==> src/rtl/vga_pkg.sv <==
// rtl/vga_pkg.sv - shared VGA timing defaults, coordinate widths and total helper
package vga_pkg;

    localparam int XW = 11;
    localparam int YW = 10;

    // 640x480@60 industry timing
    localparam int DEF_H_ACTIVE = 640;
    localparam int DEF_H_FP     = 16;
    localparam int DEF_H_SYNC   = 96;
    localparam int DEF_H_BP     = 48;
    localparam int DEF_V_ACTIVE = 480;
    localparam int DEF_V_FP     = 10;
    localparam int DEF_V_SYNC   = 2;
    localparam int DEF_V_BP     = 33;

    function automatic int frame_total(input int active, input int fp, input int sync, input int bp);
        return active + fp + sync + bp;
    endfunction

endpackage

==> src/rtl/vga_delay_line.sv <==
// rtl/vga_delay_line.sv - enabled WIDTH x DEPTH shift register with async active-low clear
module vga_delay_line #(
    parameter int WIDTH = 1,
    parameter int DEPTH = 2
) (
    input  logic             clk,
    input  logic             rst_n,
    input  logic             en,
    input  logic [WIDTH-1:0] din,
    output logic [WIDTH-1:0] dout
);

    if (DEPTH == 0) begin : g_pass
        logic unused_ctrl;
        assign unused_ctrl = ^{clk, rst_n, en};
        assign dout = din;
    end else begin : g_shift
        logic [WIDTH-1:0] stage [DEPTH];

        always_ff @(posedge clk or negedge rst_n) begin
            if (!rst_n) begin
                for (int i = 0; i < DEPTH; i++) stage[i] <= '0;
            end else if (en) begin
                stage[0] <= din;
                for (int i = 1; i < DEPTH; i++) stage[i] <= stage[i-1];
            end
        end

        assign dout = stage[DEPTH-1];
    end

endmodule

==> src/rtl/vga_text_timing.sv <==
// rtl/vga_text_timing.sv - VGA raster and text-cell timing generator (VGA_TEST_PATTERN_EN adds pattern_rgb)
module vga_text_timing
    import vga_pkg::*;
#(
    parameter int   H_ACTIVE   = DEF_H_ACTIVE,
    parameter int   H_FP       = DEF_H_FP,
    parameter int   H_SYNC     = DEF_H_SYNC,
    parameter int   H_BP       = DEF_H_BP,
    parameter int   V_ACTIVE   = DEF_V_ACTIVE,
    parameter int   V_FP       = DEF_V_FP,
    parameter int   V_SYNC     = DEF_V_SYNC,
    parameter int   V_BP       = DEF_V_BP,
    parameter int   CLK_DIV    = 2,
    parameter logic HSYNC_POL  = 1'b0,
    parameter logic VSYNC_POL  = 1'b0,
    parameter int   CHAR_W     = 8,
    parameter int   CHAR_H     = 16,
    parameter int   SYNC_DELAY = 2,
    localparam int  GXW        = (CHAR_W > 1) ? $clog2(CHAR_W) : 1,
    localparam int  GYW        = (CHAR_H > 1) ? $clog2(CHAR_H) : 1
) (
    input  logic           CLOCK_50,
    input  logic           RESET,
    output logic           pix_en,
    output logic [XW-1:0]  x,
    output logic [YW-1:0]  y,
    output logic           active,
    output logic [6:0]     char_col,
    output logic [5:0]     char_row,
    output logic [GXW-1:0] glyph_x,
    output logic [GYW-1:0] glyph_y,
    output logic           frame_start,
    output logic           active_d,
    output logic           VGA_HSYNC,
    output logic           VGA_VSYNC
`ifdef VGA_TEST_PATTERN_EN
    ,
    output logic [2:0]     pattern_rgb
`endif
);

    localparam int H_TOTAL = frame_total(H_ACTIVE, H_FP, H_SYNC, H_BP);
    localparam int V_TOTAL = frame_total(V_ACTIVE, V_FP, V_SYNC, V_BP);
    localparam int DW      = (CLK_DIV > 1) ? $clog2(CLK_DIV) : 1;

    localparam logic [DW-1:0]  DIV_LAST   = DW'(CLK_DIV - 1);
    localparam logic [XW-1:0]  X_LAST     = XW'(H_TOTAL - 1);
    localparam logic [XW-1:0]  X_ACT      = XW'(H_ACTIVE);
    localparam logic [XW-1:0]  X_ACT_LAST = XW'(H_ACTIVE - 1);
    localparam logic [XW-1:0]  HS_ON      = XW'(H_ACTIVE + H_FP);
    localparam logic [XW-1:0]  HS_OFF     = XW'(H_ACTIVE + H_FP + H_SYNC);
    localparam logic [YW-1:0]  Y_LAST     = YW'(V_TOTAL - 1);
    localparam logic [YW-1:0]  Y_ACT      = YW'(V_ACTIVE);
    localparam logic [YW-1:0]  Y_ACT_LAST = YW'(V_ACTIVE - 1);
    localparam logic [YW-1:0]  VS_ON      = YW'(V_ACTIVE + V_FP);
    localparam logic [YW-1:0]  VS_OFF     = YW'(V_ACTIVE + V_FP + V_SYNC);
    localparam logic [GXW-1:0] GX_LAST    = GXW'(CHAR_W - 1);
    localparam logic [GYW-1:0] GY_LAST    = GYW'(CHAR_H - 1);

    if (H_ACTIVE < 1 || H_FP < 1 || H_SYNC < 1 || H_BP < 1 ||
        V_ACTIVE < 1 || V_FP < 1 || V_SYNC < 1 || V_BP < 1 ||
        CLK_DIV < 1 || CHAR_W < 1 || CHAR_H < 1 ||
        SYNC_DELAY < 0 || SYNC_DELAY > 7) begin : g_bad_params
        $error("vga_text_timing: illegal timing parameters");
    end

    logic [DW-1:0] div_q;
    logic [DW-1:0] div_n;
    logic          pix_en_n;
    logic          x_wrap;
    logic [XW-1:0] x_n;
    logic [YW-1:0] y_n;
    logic          hs_q;
    logic          vs_q;

    always_comb begin
        div_n    = (div_q == DIV_LAST) ? '0 : div_q + 1'b1;
        pix_en_n = (div_n == DIV_LAST);
        x_wrap   = (x == X_LAST);
        x_n      = x;
        y_n      = y;
        if (pix_en) begin
            x_n = x_wrap ? '0 : x + 1'b1;
            if (x_wrap) y_n = (y == Y_LAST) ? '0 : y + 1'b1;
        end
    end

    // Flags are computed from the next coordinates so they change in the same cycle as x/y.
    always_ff @(posedge CLOCK_50 or negedge RESET) begin
        if (!RESET) begin
            div_q       <= '0;
            pix_en      <= 1'b0;
            x           <= '0;
            y           <= '0;
            active      <= 1'b0;
            hs_q        <= 1'b0;
            vs_q        <= 1'b0;
            frame_start <= 1'b0;
        end else begin
            div_q       <= div_n;
            pix_en      <= pix_en_n;
            x           <= x_n;
            y           <= y_n;
            active      <= (x_n < X_ACT) && (y_n < Y_ACT);
            hs_q        <= (x_n >= HS_ON) && (x_n < HS_OFF);
            vs_q        <= (y_n >= VS_ON) && (y_n < VS_OFF);
            frame_start <= pix_en_n && (x_n == '0) && (y_n == '0);
        end
    end

    // Cell counters track the next pixel; the last active pixel/line clears them for blanking.
    always_ff @(posedge CLOCK_50 or negedge RESET) begin
        if (!RESET) begin
            glyph_x  <= '0;
            char_col <= '0;
            glyph_y  <= '0;
            char_row <= '0;
        end else if (pix_en) begin
            if (x >= X_ACT_LAST) begin
                glyph_x  <= '0;
                char_col <= '0;
            end else if (glyph_x == GX_LAST) begin
                glyph_x  <= '0;
                char_col <= char_col + 1'b1;
            end else begin
                glyph_x  <= glyph_x + 1'b1;
            end

            if (x_wrap) begin
                if (y >= Y_ACT_LAST) begin
                    glyph_y  <= '0;
                    char_row <= '0;
                end else if (glyph_y == GY_LAST) begin
                    glyph_y  <= '0;
                    char_row <= char_row + 1'b1;
                end else begin
                    glyph_y  <= glyph_y + 1'b1;
                end
            end
        end
    end

`ifdef VGA_TEST_PATTERN_EN
    localparam int DLW = 6;
    logic [2:0] rgb_raw;
    assign rgb_raw = active ? (char_col[2:0] ^ {3{char_row[0]}}) : 3'b000;
`else
    localparam int DLW = 3;
`endif

    logic [DLW-1:0] dl_in;
    logic [DLW-1:0] dl_out;

`ifdef VGA_TEST_PATTERN_EN
    assign dl_in       = {hs_q, vs_q, active, rgb_raw};
    assign pattern_rgb = dl_out[2:0];
`else
    assign dl_in       = {hs_q, vs_q, active};
`endif

    vga_delay_line #(
        .WIDTH (DLW),
        .DEPTH (SYNC_DELAY)
    ) u_delay (
        .clk   (CLOCK_50),
        .rst_n (RESET),
        .en    (pix_en),
        .din   (dl_in),
        .dout  (dl_out)
    );

    assign VGA_HSYNC = dl_out[DLW-1] ? HSYNC_POL : ~HSYNC_POL;
    assign VGA_VSYNC = dl_out[DLW-2] ? VSYNC_POL : ~VSYNC_POL;
    assign active_d  = dl_out[DLW-3];

endmodule

==> config.mk <==
export PLATFORM = sky130hd
export DESIGN_NAME = vga_text_timing
export DESIGN_NICKNAME = d
export VERILOG_FILES = /design/src/rtl/vga_pkg.sv /design/src/rtl/vga_delay_line.sv /design/src/rtl/vga_text_timing.sv
export SDC_FILE = /design/constraint.sdc
export NUM_CORES = 1
export LEC_CHECK = 0
export ABC_CLOCK_PERIOD_IN_PS = 2050
export CAP_MARGIN = 10
export CORE_MARGIN = 2
export CORE_UTILIZATION = 25
export CTS_CLUSTER_SIZE = 14
export DETAILED_ROUTE_END_ITERATION = 8
export PLACE_DENSITY = 0.56
export SLEW_MARGIN = 40
export SYNTH_ARGS = -nofsm -noshare
export SYNTH_HDL_FRONTEND = slang
export SYNTH_HIERARCHICAL = 1
export SYNTH_SLANG_ARGS = --single-unit
==> constraint.sdc <==
create_clock -name CLOCK_50 -period 2.05 [get_ports CLOCK_50]
set_input_delay 0.41 -clock CLOCK_50 [delete_from_list [all_inputs] [get_ports CLOCK_50]]
set_output_delay 0.41 -clock CLOCK_50 [all_outputs]
set_load 0.02 [all_outputs]
==> impl_results.md <==
* CTS Root Cell: clkbuf_16
* H-Tree Depth at 2
* Origin of the worst setup path: y[6]
* Vias in the first global route at 2502
* Design area at 4000 um^2
* DP Worst Slack at 0.0554 ns
* Residual DRC at 0
* R2r endpoint: frame_start
* Commonest non-fill, non-tap cell in the layout: dfrtp_1
* Worst setup path end: y[6]
* CP Max Fanout at 7
* Net count, final at 385
* Detailed Place HPWL at 5.63 mm
* Initial detailed-routing violation count at 75
* Top cells by area, synth: dfrtp_1 43%, nand2_1 4.0%, o21ai_0 3.5%
* Synthesized flop and latch total at 52
* Setup crit start kind: flop
* Synthesized cell area at 3000 um^2
* Worst EP required at 1.64 ns
* Synth top area share at 0.434
* Run status: completed
* Max incr delay on CP at 0.62 ns
* Synth area leader: dfrtp_1
* Clk slew on worst S/H paths at 0.07 ns
* EDFF count, synth at 0
* GP Congestion at 0.836
* Initial core utilization at 0.253
* Area grow syn2layout at 33.3%
* Fin crit share at 0.952
* Worst-Skew Late Latency at 0.29 ns
* Largest net degree at the start of global routing at 30
* WL final at 7.70 mm
* Mapped Cells at 306
* Maximum VDD drop at 0.315 mV
* R2R Setup Slk at 0.1 ns
* Seq/Total Area, Yosys at 0.434
* LEAKAGE at 1.69 nW
* CP arrival at 1.54 ns
* Yosys warnings at 6
* Crit Path Category: reg2out
* Row count at 40
* Routed vias at 2550
* Area of placed instances at 3770 um^2
* DR vias/cell at 4.88
* Setup crit end kind: primary output
* Max-slew violation count at 0
* CTS tree: yes
* Synthesized net count at 316
* Core area at 11900 um^2
* First-pass GRT wire length at 12.9 mm
* Clock sinks at 52
* Rel. slew slack at 0.615
* Critical path depth at 2
* Ant diodes at 0
* HP Class: in2async
* Post-route minimum period at 1.95 ns
* Maxcap violations at 0
* Die width at 114 um
* Synth Area per Inst at 9.81 um^2
* Power density cells at 502 nW/um^2
* Tot GR Track Use at 0.124
* Peak Freq at 512 MHz
* GRT overflow at 0
* R2R Path Start: y[0]
* CP delay by family, top: buffers and inverters
* RSZ-0062 raised after global routing: yes
* Ys flop type: dfrtp_1
* First-pass iteration count of the detailed router at 5
* Worst path cell trace: buf_4 -> clkdlybuf4s50_1
* Finished Layout Cells at 523
* Reg2reg path depth at 8
* Worst Skew at 0.00628 ns
* Layout cells sized above 1 at 0.189
* Commonest cells after routing, fill and taps aside: 50 x dfrtp_1, 47 x clkdlybuf4s50_1, 32 x nand2_1
* Ports at 49
* Wire per inst at 14.7 um
* Post-synth ARST share at 1.00
* Worst-margin pin slew at 0.578 ns
* Slowest cell on crit path: clkdlybuf4s50_1
* Initial antenna violation count at 0
* I/O Buffers at 48
* Count of buffer and inverter cells on the critical path at 2
* Post-DRT Antenna Nets at 0
* Worst setup margin at 0.0976 ns
* Setup violators final at 0
* Die area at 12900 um^2
* Final hold viol count at 0
* CTS max path bufs at 2
* Die height at 114 um
* CTS Buf Count at 5
* Synth unique cells at 62
* Post-Place Cells at 512
timing repair:
action | CTS | global route
setup endpoints to repair | 0 | 13
setup buffers | 0 | 3
gates resized for setup | 0 | 13
hold buffers | 0 | 0
endpoints found under the hold margin | 0 | 0
worst min-delay path by stage:
stage | slack, ns | to | from
floorplan | 0.11 | active | RESET
global route | 0.16 | u_delay/dout[2] | RESET
detailed placement | 0.44 | u_delay/dout[2] | RESET
global placement | 0.45 | u_delay/dout[2] | RESET
finish | 0.11 | u_delay/dout[2] | RESET
CTS | 0.13 | u_delay/dout[2] | RESET
sequential cells by signal, summed over array words and instances, names as in the netlist, 3 cells and up:
register and count:
x 11, glyph_y 4, y 10, char_col 7, u_delay/dout 3, u_delay/g_shift.stage 3
glyph_x 3, char_row 6
where the power goes:
group	total (W)	internal [W]	leakage, nW	switching [W]
combinational	0.0000255	0.00000450	0.929	0.0000210
sequential	0.00103	0.00103	0.683	0
clock	0.000957	0.000575	0.0808	0.000382
synth_stat cells, drive strengths merged (2+ instances only):
library cell	count
and4	3
nand2	32
clkbuf	3
nor3b	2
a211oi	3
and3	8
a21oi	7
a31oi	4
and2	3
or4	2
xor2	10
o31ai	3
nor3	11
mux2i	2
mux2	8
nor2	20
or2	2
inv	15
ha	8
dfrtp	52
o21ai	22
nand3	19
and4bb	2
xnor2	9
o2bb2ai	4
nand4	10
nor4	3
nand2b	4
or3	2
buf	15
and4b	2
cell type report:
cell class              instances  area [um^2]
well taps                     147          184
flip-flops and latches         52         1300
multi-input cells             220         1560
clock buffers                   6          129
fillers                      1183         7860
repair buffers                 80          732
inverters                      16         60.1
clock inverters                 2         35.0
worst reg2reg max path, stage by stage, from the launching register on:
cell and delay (ns):
dfrtp_1 0.44, inv_1 0.11, ha_1 0.16, nand2b_1 0.10, nor3_1 0.29, a21oi_1 0.07, or3_1 0.35, a31oi_2 0.15
and4bb_1 0.21
logic make-up after synthesis:
kind of cell    synth area share
mux                       0.0442
buf+inv                   0.0604
simple gates               0.243
fa+ha+maj                 0.0333
flops                      0.434
xor+xnor                  0.0554
compound gates             0.130
layer usage:
layer  global-route usage  vias to the layer above  part of all wire
met3               0.0271                        5             0.037
met5                    0                        -                 0
met2                0.198                       58              0.47
met1                0.171                     1259              0.49
li1                     -                     1228                 -
met4               0.0358                        0            0.0081
metrics by stage:
step,total power [W],utilization,TNS (ns),hold WS [ns]
final,0.00201,0.337,0,0.111
after global routing,0.00207,0.337,-0.000235,0.162
after CTS,0.00204,0.332,0,0.134
after detailed placement,0.00107,0.318,0,0.445
after global placement,0.00107,0.318,0,0.448
after floorplan,0.00105,-,0,0.114
(Power assumes the default switching activity.)
